$ cat src/rtl/imm_extend_pipe.sv
// Immediate generator: widens an instruction immediate in one of four modes
// and hands results downstream through a two-entry skid buffer.
module imm_extend_pipe #(
  parameter int DATA_W   = 32,
  parameter int IMM_W    = 16,
  parameter int BR_SHAMT = 2,
  parameter int TAG_W    = 5
) (
  input  logic              CLK,
  input  logic              RST,
  input  logic              flush,
  input  logic              in_valid,
  output logic              in_ready,
  input  logic [IMM_W-1:0]  in_imm,
  input  logic [1:0]        in_mode,
  input  logic [TAG_W-1:0]  in_tag,
  output logic              out_valid,
  input  logic              out_ready,
  output logic [DATA_W-1:0] out_imm,
  output logic [TAG_W-1:0]  out_tag
);

  typedef enum logic [1:0] {
    EMPTY = 2'd0,
    ONE   = 2'd1,
    FULL  = 2'd2
  } state_t;

  state_t state;
  state_t state_nxt;

  logic [DATA_W-1:0] zx;
  logic [DATA_W-1:0] sx;
  logic [DATA_W-1:0] ext;

  logic [DATA_W-1:0] or_imm;
  logic [TAG_W-1:0]  or_tag;
  logic [DATA_W-1:0] sk_imm;
  logic [TAG_W-1:0]  sk_tag;

  logic in_fire;
  logic out_fire;
  logic ld_or;
  logic or_from_sk;
  logic ld_sk;

  // Size casts handle DATA_W == IMM_W without zero-width replications.
  always_comb begin
    zx  = DATA_W'(in_imm);
    sx  = DATA_W'($signed(in_imm));
    ext = zx;
    unique case (in_mode)
      2'b00:   ext = zx;
      2'b01:   ext = sx;
      2'b10:   ext = zx << (DATA_W - IMM_W);
      2'b11:   ext = sx << BR_SHAMT;
      default: ext = zx;
    endcase
  end

  // Ready depends on state alone, so no path from out_ready.
  assign in_ready  = (state != FULL);
  assign out_valid = (state != EMPTY);
  assign in_fire   = in_valid & in_ready;
  assign out_fire  = out_valid & out_ready;
  assign out_imm   = or_imm;
  assign out_tag   = or_tag;

  always_comb begin
    state_nxt  = state;
    ld_or      = 1'b0;
    or_from_sk = 1'b0;
    ld_sk      = 1'b0;
    unique case (state)
      EMPTY: begin
        if (in_fire) begin
          ld_or     = 1'b1;
          state_nxt = ONE;
        end
      end
      ONE: begin
        if (in_fire && out_fire) begin
          ld_or = 1'b1;
        end else if (in_fire) begin
          ld_sk     = 1'b1;
          state_nxt = FULL;
        end else if (out_fire) begin
          state_nxt = EMPTY;
        end
      end
      FULL: begin
        if (out_fire) begin
          ld_or      = 1'b1;
          or_from_sk = 1'b1;
          state_nxt  = ONE;
        end
      end
      default: state_nxt = EMPTY;
    endcase
    if (RST || flush) begin
      state_nxt = EMPTY;
      ld_or     = 1'b0;
      ld_sk     = 1'b0;
    end
  end

  always_ff @(posedge CLK) begin
    if (RST) begin
      state <= EMPTY;
    end else begin
      state <= state_nxt;
    end
  end

  always_ff @(posedge CLK) begin
    if (ld_or) begin
      or_imm <= or_from_sk ? sk_imm : ext;
      or_tag <= or_from_sk ? sk_tag : in_tag;
    end
    if (ld_sk) begin
      sk_imm <= ext;
      sk_tag <= in_tag;
    end
  end

endmodule

$ cat config.mk
export PLATFORM = sky130hd
export DESIGN_NAME = imm_extend_pipe
export DESIGN_NICKNAME = d
export VERILOG_FILES = /design/src/rtl/imm_extend_pipe.sv
export SDC_FILE = /design/constraint.sdc
export NUM_CORES = 1
export LEC_CHECK = 0
export BUFFER_PORTS_ARGS = -buffer_cell sky130_fd_sc_hd__buf_4
export CORE_MARGIN = 10
export CORE_UTILIZATION = 54
export DETAILED_ROUTE_END_ITERATION = 10
export PLACE_DENSITY = 0.86
export REMOVE_ABC_BUFFERS = 1
export SLEW_MARGIN = 10
export SYNTH_ARGS = -nofsm -noshare
export SYNTH_HDL_FRONTEND = slang
export SYNTH_SLANG_ARGS = --single-unit
$ cat constraint.sdc
create_clock -name CLK -period 5.8 [get_ports CLK]
set_input_delay 0.29 -clock CLK [delete_from_list [all_inputs] [get_ports CLK]]
set_output_delay 0.29 -clock CLK [all_outputs]
set_load 0.05 [all_outputs]
==> results of run 1 <==
==> critical path, stage by stage (launching register included) <==
cell and delay, ns:
dfxtp_1 0.37, nand2b_1 0.22, a21oi_1 0.24, o21a_2 0.79
==> synth_stat cells <==
library cell | count | share of area [%]
and3b_1 | 1 | 0.28
and2b_4 | 1 | 0.31
inv_2 | 1 | 0.12
o31a_1 | 1 | 0.28
a2111oi_0 | 1 | 0.28
buf_1 | 1 | 0.12
o21a_1 | 4 | 0.94
a22o_1 | 15 | 4.1
mux2_2 | 21 | 7.4
inv_1 | 1 | 0.12
nor2b_1 | 2 | 0.39
or2_2 | 1 | 0.20
nand3b_1 | 2 | 0.47
and2_1 | 1 | 0.20
buf_6 | 7 | 2.5
nand2_1 | 20 | 2.4
a21oi_1 | 1 | 0.16
mux2_1 | 9 | 3.2
a21o_1 | 14 | 3.3
nand2b_1 | 3 | 0.59
nor4_1 | 1 | 0.20
nor3_1 | 1 | 0.16
nor2_1 | 2 | 0.24
dfxtp_1 | 2 | 1.3
edfxtp_1 | 74 | 70
buf_2 | 3 | 0.47
mux2i_1 | 1 | 0.31
and2_4 | 1 | 0.28
==> through the flow <==
stage                     hold slack [ns]  cell area, sq um  total power, mW  utilization [%]  std cells
after floorplan                     0.373              3090            0.716                -        181
after global placement              0.479              3690            0.760             65.9        321
after detailed placement            0.484              3690            0.764             65.9        321
after CTS                           0.129              3850             1.08             68.6        337
after global routing                0.131              3850             1.12             68.6        337
final                               0.136              3850             1.07             68.6        337
==> power by group <==
part	internal, mW	switching, mW
clock	0.151	0.170
combinational	0.0505	0.0773
sequential	0.620	0.00385
==> worst min-delay path by stage <==
stage / cells past startpoint / start / endpoint / slack (ns)
after floorplan: 1 / RST / state[1] / 0.37
after global placement: 1 / in_tag[1] / sk_tag[1] / 0.48
after detailed placement: 1 / in_tag[4] / sk_tag[4] / 0.48
after CTS: 1 / in_tag[4] / sk_tag[4] / 0.13
after global routing: 1 / in_tag[4] / sk_tag[4] / 0.13
final: 1 / in_tag[4] / sk_tag[4] / 0.14
==> per-layer routing <==
metal | part of all wire, % | wire (um) | track usage [%]
met3 | 5.2 | 330 | 3.48
met1 | 43 | 2770 | 16.2
met5 | 0 | 0 | 0
met4 | 1.6 | 102 | 6.76
met2 | 50 | 3170 | 21.0
==> cell usage in the layout, fill, tap and decap left out, types with 2 or more instances in the layout <==
master	instances
nor2_1	2
mux2_2	21
clkbuf_8	9
nand2b_1	3
buf_4	68
o21a_1	3
nand2_1	20
mux2_1	9
a21o_1	14
clkinv_1	3
nor2b_1	2
dfxtp_1	2
clkbuf_1	3
nand3b_1	2
edfxtp_1	74
a22o_1	15
==> cells by family (layout without fill, tap and decap cells) <==
| group | Yosys count | count (layout) | synth area share (%) |
|---|---|---|---|
| AOI/OAI and AO/OA | 36 | 36 | 9.08 |
| buffers and inverters | 13 | 86 | 3.30 |
| DFF | 76 | 76 | 71.0 |
| muxes | 31 | 31 | 10.9 |
| and+or+nand+nor | 36 | 36 | 5.66 |
==> layout make-up <==
class	count	area (sq um)
Multi-Input combinational cell	103	825
Tap cell	72	90.1
Fill cell	400	1760
Sequential cell	76	2260
Clock inverter	4	16.3
Inverter	2	7.51
Timing Repair Buffer	68	510
Clock buffer	12	135
==> sequential cells by signal (all words and copies together), names as in the netlist <==
signal and flops:
sk_imm 32, state 2, out_imm 32, sk_tag 5
out_tag 5
==> results.md, run 1 <==
Outcome:
- The flow ran to the end, and the final reports show no timing, DRC or antenna violations.

Global routing:
- Entering global routing, the biggest net connects 38 pins.
- The first global-routing pass estimated roughly 10,000 um of wire.
- The total track usage is a little over an eighth.
- The initial antenna violation count came to 0.
- The final global-route overflow total is 0.
- The number of global-route vias before repair was around 1,900.

Routing:
- The detailed router finished its first iteration with between 90 and 100 violations.
- In the final routed layout, each cell accounts on average for 18.9 um.
- The vias per cell is about 5.4.
- The number of design rule violations left after detail routing is 0.
- Summing over every cut layer, the via total after detailed routing is about 1,800.
- Once detail routing completed, the nets flagged for antenna violations numbered 0.
- The detailed-routing iteration count for the pre-antenna-repair pass is 4.
- The total wire length is 6370 um.

Place:
- The detailed placer's ending HPWL is ~4200 um.
- Routability-driven placement finished with a final weighted congestion of 0.776.
- The count of input and output buffers is 66.
- Before CTS, the worst setup slack after placement is around 3.8 ns.

Clock tree:
- CTS built an H-tree with a depth of 3.
- CTS placed an instance of clkbuf_8 at the clock tree root.
- After clock tree synthesis, the clock-pin slew on the worst setup and hold paths is 0.08 ns.
- No sink is reached through more buffers than the 2 on the longest clock path.
- At the later pin of the worst-skew pair, clock insertion delay measures around 0.34 ns.
- TritonCTS created 9 clock buffers.
- After clock tree synthesis, the repair step resized 0 gates.
- The clock sink count is 76.
- The number of hold buffers added after CTS was 0.
- After clock tree synthesis, the setup repair step added 0 buffers.
- TritonCTS built the clock tree.

Die:
- The floorplan has 27 rows.
- The die is slightly below 100 um tall.
- The die covers 9370 sq um.
- between 60 and 70 I/O pins were placed.
- The initial utilization of the core area, before any placement, comes to between 50% and 60%.
- The die extent in x is around 97 um.
- After floorplanning, the core was sized to cover between 5000 and 6000 sq um.

Logic synthesis:
- The portion of the post-synthesis area used by sequential elements is between 70% and 80%.
- The total of warnings raised by yosys is 0.
- The post-synth design cell area is roughly 3200 sq um.
- After technology mapping, the gate count stands at 192.
- The number of synthesized register bits is 76.
- The mean area per synthesized cell is between 15 and 20 sq um.
- In this run, distinct cell masters in the synthesized netlist total 28.

Critical path:
- The startpoint of the most critical register-to-register path is state[1].
- The worst setup path is of the flop to flop kind.
- The launch point of the worst path is state[1].
- In this run the worst setup path terminates at out_imm[21].
- The worst reg-to-reg setup slack is approximately 3.8 ns.
- The capture instance of the worst register-to-register path is out_imm[21].
- The maximum fanout count along the critical path is 37.
- The worst setup path is launched from a flop.
- Measured in cells, the most critical reg-to-reg path has a length of 3.
- The nature of the critical path endpoint is a flop.
- The required time of the critical path is roughly 5.8 ns.
- At the worst endpoint, the arrival time is 1.98 ns.

STA:
- Derived from the worst setup path, the maximum achievable clock frequency is just under 500 MHz.
- The remaining max-slew budget at the tightest pin is 38.2%.
- The max-slew violation total from the final report was 0.
- The actual transition at the worst max-transition pin is approximately 0.93 ns.
- Setup violations remaining at the end of the flow were counted as 0.
- Setup repair after global routing left no endpoint under its margin.
- The final clock period utilization by the worst path is approximately a third.
- The final count of hold timing violations was 0.
- Clock skew on the completed layout was measured at 0.0107 ns.
- The worst path meets setup with approximately 3.8 ns of slack.
- The sum of negative setup slack is 0 ns.
- The time the worst path needs with I/O delays and setup is between 2 and 2.5 ns.

Power and ir drop:
- The analysis attributes to cell leakage a power of approximately 1.5 nW.
- The power per standard cell area is ~280 nW/um^2.
- Across the VDD grid, the largest voltage drop is approximately 0.17 mV.

Layout:
- The final-stage net count is about 290.
- Relative to the synthesized area, the layout overhead comes to 20.8%.
- The antenna diode count is 0.
- The post-route netlist has roughly two fifths of its cells at a drive strength greater than 1.

Hold path:
- The path class of the tightest hold or removal check is primary input to flop.

Job:
- The number of maximum-capacitance violations is 0.
Note: power is estimated with default switching activity, not from simulation.
==> run 2: changes to the inputs <==
==> constraint.sdc (replaced) <==
create_clock -name CLK -period 2.1 [get_ports CLK]
set_input_delay 0.105 -clock CLK [delete_from_list [all_inputs] [get_ports CLK]]
set_output_delay 0.105 -clock CLK [all_outputs]
set_load 0.05 [all_outputs]
==> results.md, run 2 (synthesis results as in run 1) <==
Outcome:
- The run finished with clean final reports.

Layout:
- Leaving out fill and tap cells, the most frequent cell in the layout is edfxtp_1.
- The final layout contains ~300 nets.
- The area growth from synthesis to layout is 26.1%.
- The final instance count without filler cells is about 350.
- The antenna diode count is 0.
- The library cells used most frequently in the layout, excluding fill and tap cells, are edfxtp_1 (74), buf_4 (66), mux2_2 (21).
- The share of post-route cells with drive strength above 1 is between 30% and 40%.

Power and ir drop:
- Cell internal power was estimated by the tool at ~2.5 mW.
- The static leakage power is about 1.6 nW.
- The power share of the clock group is a little over a third.
- The peak ir drop on the vdd network is approximately 0.48 mV.
- The share of total power dissipated in sequential elements is between 50% and 60%.
- The power spent charging and discharging nets is approximately 0.74 mW.
- Combinational logic is responsible for 11.5% of the overall power.
- In this run the power density over the cells is 812 nW/um^2.
- The net switching share of the total power is a little under a quarter.

Routing:
- The first detailed-routing pass took 4 iterations.
- In the routed layout, each cell is associated on average with a via count of ~5.5.
- The total wire length is a little over 7000 um.
- The routed length per instance is just over 20 um.
- The count of antenna-violating nets left after detailed routing is 0.
- The number of design rule violations left after detail routing is 0.
- The violation count after the first detailed-routing iteration is 140.
- The total vias in the final route is 1,911.

Place:
- Buffers placed on the I/O ports in this run total between 60 and 70.
- The post-placement cell count is approximately 320.
- Once detailed placement completed, the half-perimeter wirelength came to between 4000 and 5000 um.
- The final weighted congestion in routability-driven placement is 0.774.

Critical path:
- The worst reg-to-reg setup slack is approximately 0.42 ns.
- STA puts the critical path data required time at between 2 and 2.5 ns.
- The number of buffers and inverters on the critical path is 1.
- The launch point of the worst path is state[1].
- The cell type of the slowest stage on the worst timing path is dlygate4sd3_1.
- The data arrival time of the worst path is 1.96 ns.
- Traced cell by cell, the critical path runs through nand3b_1 -> a2111oi_0 -> dlygate4sd3_1.
- The startpoint of the most critical register-to-register path is state[1].
- For this run, the slowest stage of the critical path takes roughly 0.62 ns.
- Of all nets on the critical path, the largest fanout is 8.
- The type of origin of the critical path is a flop.
- The nature of the critical path endpoint is a flop.
- Among cell families on the critical path, the largest total delay comes from buffers and inverters.
- The worst setup path is of the flop to flop kind.

STA:
- The time the worst path needs with I/O delays and setup is 1.68 ns.
- Headroom to the max-slew limit came out at 58.0%.
- Summed over all failing endpoints, the final setup total negative slack is 0 ns.
- The worst path uses between 70% and 80% of the clock period.
- Setup repair after global routing left no endpoint under its margin.
- Setup violations remaining at the end of the flow were counted as 0.
- The max-slew violation total from the final report is 0.
- Final hold analysis gives a worst-case slack of about 0.065 ns.
- The actual transition at the worst max-transition pin is approximately 0.63 ns.
- Timing would allow up to between 500 and 600 MHz.
- The final count of hold timing violations is 0.
- The clock skew after layout is around 0.0074 ns.

Global routing:
- The maximum number of pins on one net before global-route repair is 38.
- The number of global-route vias before repair is 2,143.
- The wire length of the first global-routing pass is around 11,000 um.
- After global routing the overflow that remains totals 0.
- The initial antenna violation count was 0.
- Across every metal layer, demand over resource in global routing totals ~15%.

Die:
- The core region area is roughly 5600 sq um.
- For this design the top-level I/O count stands at 67.
- The area enclosed by the die boundary is about 9400 sq um.
- The initial standard-cell utilization of the core is around 57%.
- The die is approximately 97 um wide.
- The floorplan die height is 96.8 um.
- The floorplan row count is 27.

Clock tree:
- The number of levels in the clock H-tree is 3.
- TritonCTS built the clock tree.
- The number of buffers added by the clock tree synthesis step is 9.
- The count of buffers added by post-CTS timing repair for setup is 0.
- Clock tree synthesis selected as its root buffer the cell clkbuf_8.
- The number of gates resized after CTS is 0.
- The clock net in this run drives a total of 76 sinks.
- The post-cts hold buffer count is 7.
- The maximum root-to-sink buffer count is 2.
- The later pin in the worst-skew pair is clocked with a latency of between 0.3 and 0.4 ns.
- After clock tree synthesis, the clock-pin slew on the worst setup and hold paths is 0.08 ns.

Hold path:
- The source of the worst hold timing path is flush.
- The path class of the tightest hold or removal check is primary input to flop.

Job:
- The number of maximum-capacitance violations is 0.
-- run 2: changes by cell type in the layout (fill, tap and decap cells not counted), sizes merged --
cell         delta
clkbuf          -2
bufinv          +2
clkinv          -1
buf             +1
clkinvlp        +1
dlygate4sd3     +7
-- run 2: layout make-up --
type                    count  area, sq um
fillers                   385         1590
multi-input cells         103          825
flip-flops and latches     76         2260
clock inverters             6         78.8
well taps                  72         90.1
clock buffers              10          128
inverters                   2         7.51
repair buffers             76          626
-- run 2: power groups by stage --
stage | Sequential [mW] | Clock [mW] | Combinational [mW]
floorplan | 1.85 | 0 | 0.125
global placement | 1.76 | 0 | 0.350
detailed placement | 1.76 | 0 | 0.364
CTS | 1.72 | 1.17 | 0.377
global route | 1.72 | 1.25 | 0.397
finish | 1.72 | 1.17 | 0.374
-- run 2: path summary, 6_finish.rpt --
check | to | cells after the start
worst min-delay path | state[0] | 3
worst max-delay path | state[1] | 3
worst max register to register | state[1] | 3
worst min register to register | out_tag[2] | 2
-- run 2: per-layer routing --
metal / vias to the layer above / part of all wire (%) / GRT usage [%] / wire length (um)
met3: 9 / 5.1 / 4.05 / 363
li1: 892 / - / - / -
met5: - / 0 / 0 / 0
met1: 946 / 40 / 15.6 / 2800
met2: 64 / 54 / 26.7 / 3800
met4: 0 / 1.5 / 5.75 / 105
-- run 2: through the flow --
stage          power [mW]  utilization (%)  setup slack, ns  instance area (sq um)
6_report             3.26             71.6            0.422                   4020
5_1_grt              3.37             71.6            0.321                   4020
4_1_cts              3.27             71.6            0.531                   4020
3_5_place_dp         2.12             66.7            0.592                   3740
3_3_place_gp         2.11             66.7            0.661                   3740
2_1_floorplan        1.98                -            -2.48                   3090
-- run 2: tightest hold or removal path: stages --
cell	delay [ns]
buf_4	0.10
nor2_1	0.05
o31a_1	0.10
==> run 3: changes to the inputs <==
--- a/config.mk
+++ b/config.mk
@@ -5,6 +5,7 @@
 export SDC_FILE = /design/constraint.sdc
 export NUM_CORES = 1
 export LEC_CHECK = 0
+export ABC_AREA = 1
 export BUFFER_PORTS_ARGS = -buffer_cell sky130_fd_sc_hd__buf_4
 export CORE_MARGIN = 10
 export CORE_UTILIZATION = 54
==> constraint.sdc (replaced) <==
create_clock -name CLK -period 1.6 [get_ports CLK]
set_input_delay 0.08 -clock CLK [delete_from_list [all_inputs] [get_ports CLK]]
set_output_delay 0.08 -clock CLK [all_outputs]
set_load 0.05 [all_outputs]
==> results.md, run 3 <==
Outcome:
- The run finished with clean final reports.

Critical path:
- The critical path class is flop to flop.
- The stage delay of the slowest cell on the critical path is roughly 0.45 ns.
- On the critical path, the stage with the largest delay is an instance of inv_2.
- The worst reg-to-reg setup slack is ~0.17 ns.
- In this design, the largest share of critical-path delay is due to buffers and inverters.
- STA classifies the critical path endpoint as a flop.
- The capture instance of the worst register-to-register path is out_tag[1].
- The number of buffers and inverters on the critical path is 2.
- The number of cell instances on the worst register-to-register path is 6.
- The maximum fanout count along the critical path is 37.
- The data arrival time of the worst path is around 1.7 ns.
- The type of origin of the critical path is a flop.
- At the worst endpoint, the required time is 1.82 ns.
- The startpoint of the most critical register-to-register path is state[0].
- The critical path goes through inv_2 -> nand2_2 -> nor2_4 -> inv_2 -> nand2_1 -> nand2_1.

Clock tree:
- The count of buffers added by post-CTS timing repair for setup is 0.
- For this design, the CTS-stage hold fixing added 5 buffers.
- After clock tree synthesis, the clock-pin slew on the worst setup and hold paths is 0.09 ns.
- In this run the clock root is driven by a clkbuf_8.
- The clock latency at the later pin of the worst-skew pair is about 0.34 ns.
- The maximum root-to-sink buffer count is 2.
- The clock sink count is 76.
- The number of levels in the clock H-tree is 3.
- The clock tree from TritonCTS is done.
- The number of buffers added by the clock tree synthesis step is 9.
- The number of gates resized after CTS is 0.

Die:
- The die extent in x is just under 100 um.
- Row generation in the floorplan step produced 28 rows.
- The area enclosed by the die boundary is approximately 9500 sq um.
- The initial standard-cell utilization of the core is between 50 and 60%.
- 67 I/O pins were placed.
- After floorplanning, the core was sized to cover just under 6000 sq um.
- The floorplan die height is 97.6 um.

Logic synthesis:
- Counting every instance in the synthesized netlist gives 288.
- A synthesized cell averages roughly 11 sq um.
- The synthesized design contains between 70 and 80 enable-type register cells.
- The leading cell type by number of instances after synthesis is nand2_1.
- The parity-gate share of the synthesized area counting xor and xnor cells is 0%.
- For this run, the register share of the synthesized area comes to between 60 and 70%.
- After synthesis, the share of flip-flops with an asynchronous set or reset is 0%.
- Sorting the synthesized cells by how often they occur yields nand2_1 (129), edfxtp_1 (74), inv_1 (17).
- The top cell type by total area after synthesis is edfxtp_1.
- The total of warnings raised by yosys is 0.
- The area share of the largest cell type after synthesis is 68.4%.
- Counting flops and latches in the post-synthesis netlist gives 76.
- By area, the combinational part of the netlist is dominated by simple AND/OR/NAND/NOR gates.
- The post-synth design cell area is approximately 3200 sq um.
- After Yosys synthesis, and, or, nand and nor cells account for roughly 18% of the synthesized area.
- After Yosys synthesis, full adders, half adders and majority gates account for 0% of the synthesized area.
- In the synthesized netlist the dominant register cell turns out to be edfxtp_1.
- The compound-gate portion of the synthesized area is under 10%.
- Yosys attributes the largest share of cell area to edfxtp_1 (68%), nand2_1 (15%), buf_6 (2.4%), o21ai_2 (2.4%), inv_1 (2.0%).
- In this run, distinct cell masters in the synthesized netlist total 20.
- Of the post-synthesis cell area, the part taken by muxes is 0%.

Routing:
- The number of design rule violations left after detail routing is 0.
- The detailed router placed about 2,200 vias in this run.
- The pre-antenna-repair detailed-routing pass consisted of 4 iterations.
- The vias per cell is 5.10.
- Once detail routing completed, the nets flagged for antenna violations numbered 0.
- The total wire length is 7250 um.
- In the final routed layout, each cell accounts on average for approximately 16 um.
- For this block, the initial DRC count from the detailed router was about 170.

STA:
- Setup repair after global routing left no endpoint under its margin.
- The actual transition at the worst max-transition pin is 0.617 ns.
- After routing, the total negative slack on setup checks comes to 0 ns.
- The hold slack is approximately 0.052 ns.
- The final count of hold timing violations is 0.
- The worst pin sits at a relative slew slack of between 50 and 60%.
- Dividing the final minimum period by the clock period gives roughly nine tenths.
- The max-slew violation total from the final report is 0.
- The final number of setup-violating endpoints is 0.
- The time the worst path needs with I/O delays and setup is between 1 and 1.5 ns.
- Across the routed clock network, the largest skew measured is approximately 0.014 ns.
- Derived from the worst setup path, the maximum achievable clock frequency is 698 MHz.

Layout:
- The layout-stage area growth over the synthesis result is 22.8%.
- In the final layout, the multi-input gates occupy between 800 and 900 sq um.
- The final cell area excluding filler cells is approximately 4000 sq um.
- After filler insertion, the fill cell instance count of the layout stands at between 400 and 500.
- The library cells used most frequently in the layout, excluding fill and tap cells, are nand2_1 (129), edfxtp_1 (74), buf_4 (67).
- The antenna diode count is 0.
- The library cell used most frequently in the layout, excluding fill and tap cells, is nand2_1.
- The final-stage net count is 389.
- In the final layout, flip-flops and latches occupy between 2000 and 2500 sq um.
- In the final layout, the share of cells above drive strength 1 is ~28%.

Place:
- Detailed placement finished with a half-perimeter wire length of between 4000 and 5000 um.
- The placed instances occupy a cell area of about 3800 sq um.
- The final weighted congestion in routability-driven placement is between 0.7 and 0.8.
- The count of input and output buffers is 66.

Power and ir drop:
- Per report_power, the sequential group accounts for 57.8% of the total.
- The power per standard cell area is around 970 nW/um^2.
- For this design the static power due to leakage is about 1.7 nW.
- The net switching share of the total power is between 20% and 30%.
- The power spent charging and discharging nets is between 0.9 and 1 mW.
- The peak ir drop on the vdd network is between 0.5 and 0.6 mV.
- The portion of total power attributed to combinational logic is roughly 11%.
- Summing internal, switching and leakage power gives about 3.9 mW.
- The design internal power is ~2.9 mW.
- The clock network is responsible for a little over 30% of the overall power.

Global routing:
- The wire length of the first global-routing pass is between 10,000 and 15,000 um.
- The initial antenna violation count is 0.
- The final global-route overflow total is 0.
- The maximum number of pins on one net before global-route repair is 38.
- The total track usage is 15.4%.
- The number of global-route vias before repair is about 2,400.

Hold path:
- The worst min-delay path category is primary input to flop.
- For hold timing, the worst endpoint is sk_imm[6].
- The source of the worst hold timing path is in_imm[6].
- The count of cells along the worst hold path is 3.

Job:
- Across the run, the number of max-cap violations was 0.
run 3: changes by cell type after synthesis, sizes merged, moves of 3 or more:
cell	before	now
nand2	20	133
a22o	15	0
mux2	30	0
nand3	0	7
a21o	14	0
nand2b	3	0
nor2	2	7
o21a	4	1
inv	2	21
o21ai	0	28
run 3: cell families (layout without fill, tap and decap cells):
logic type,count (synthesis),count (layout)
AOI/OAI and AO/OA,31,31
buffers and inverters,33,111
DFF,76,76
and+or+nand+nor,148,148
run 3: cell type report:
type	instances	area share, %
flip-flops and latches	76	56.7
multi-input cells	179	20.1
repair buffers	74	14.9
clock buffers	9	3.11
well taps	75	2.35
inverters	21	1.98
clock inverters	7	0.847
run 3: metal layers:
layer,routed length (um),vias up,track usage (%),part of all wire (%)
li1,-,1101,-,-
met3,636,12,4.77,8.8
met4,146,0,8.17,2.0
met1,2660,1050,15.9,37
met5,0,-,0,0
met2,3810,84,27.0,52
run 3: power groups by stage:
stage	sequential [mW]	combinational [mW]	clock [mW]
finish	2.25	0.437	1.20
detailed placement	2.29	0.428	0
CTS	2.25	0.439	1.21
global placement	2.29	0.409	0
floorplan	2.39	0.157	0
global route	2.25	0.475	1.28
run 3: how the worst max path moves through the flow:
| stage | start | slack (ns) | cells past startpoint | to |
|---|---|---|---|---|
| 3_5_place_dp | state[0] | 0.19 | 6 | out_imm[25] |
| 5_1_grt | state[0] | 0.04 | 6 | out_imm[26] |
| 6_report | state[0] | 0.17 | 6 | out_tag[1] |
| 4_1_cts | state[0] | 0.17 | 6 | out_tag[1] |
| 2_1_floorplan | state[1] | -0.94 | 4 | out_imm[0] |
| 3_3_place_gp | state[0] | 0.32 | 6 | out_imm[25] |
run 3: per-stage QoR:
stage	setup slack (ns)	instances	util [%]
after floorplan	-0.941	276	-
after global placement	0.323	420	64.2
after detailed placement	0.186	420	64.2
after CTS	0.174	441	67.8
after global routing	0.0392	441	67.8
final	0.168	441	67.8
run 3: worst register-to-register path, cell delays in order, from the launching register on:
cell and delay [ns]:
dfxtp_1 0.37, inv_2 0.07, nand2_2 0.11, nor2_4 0.05
inv_2 0.45, nand2_1 0.18, nand2_1 0.10
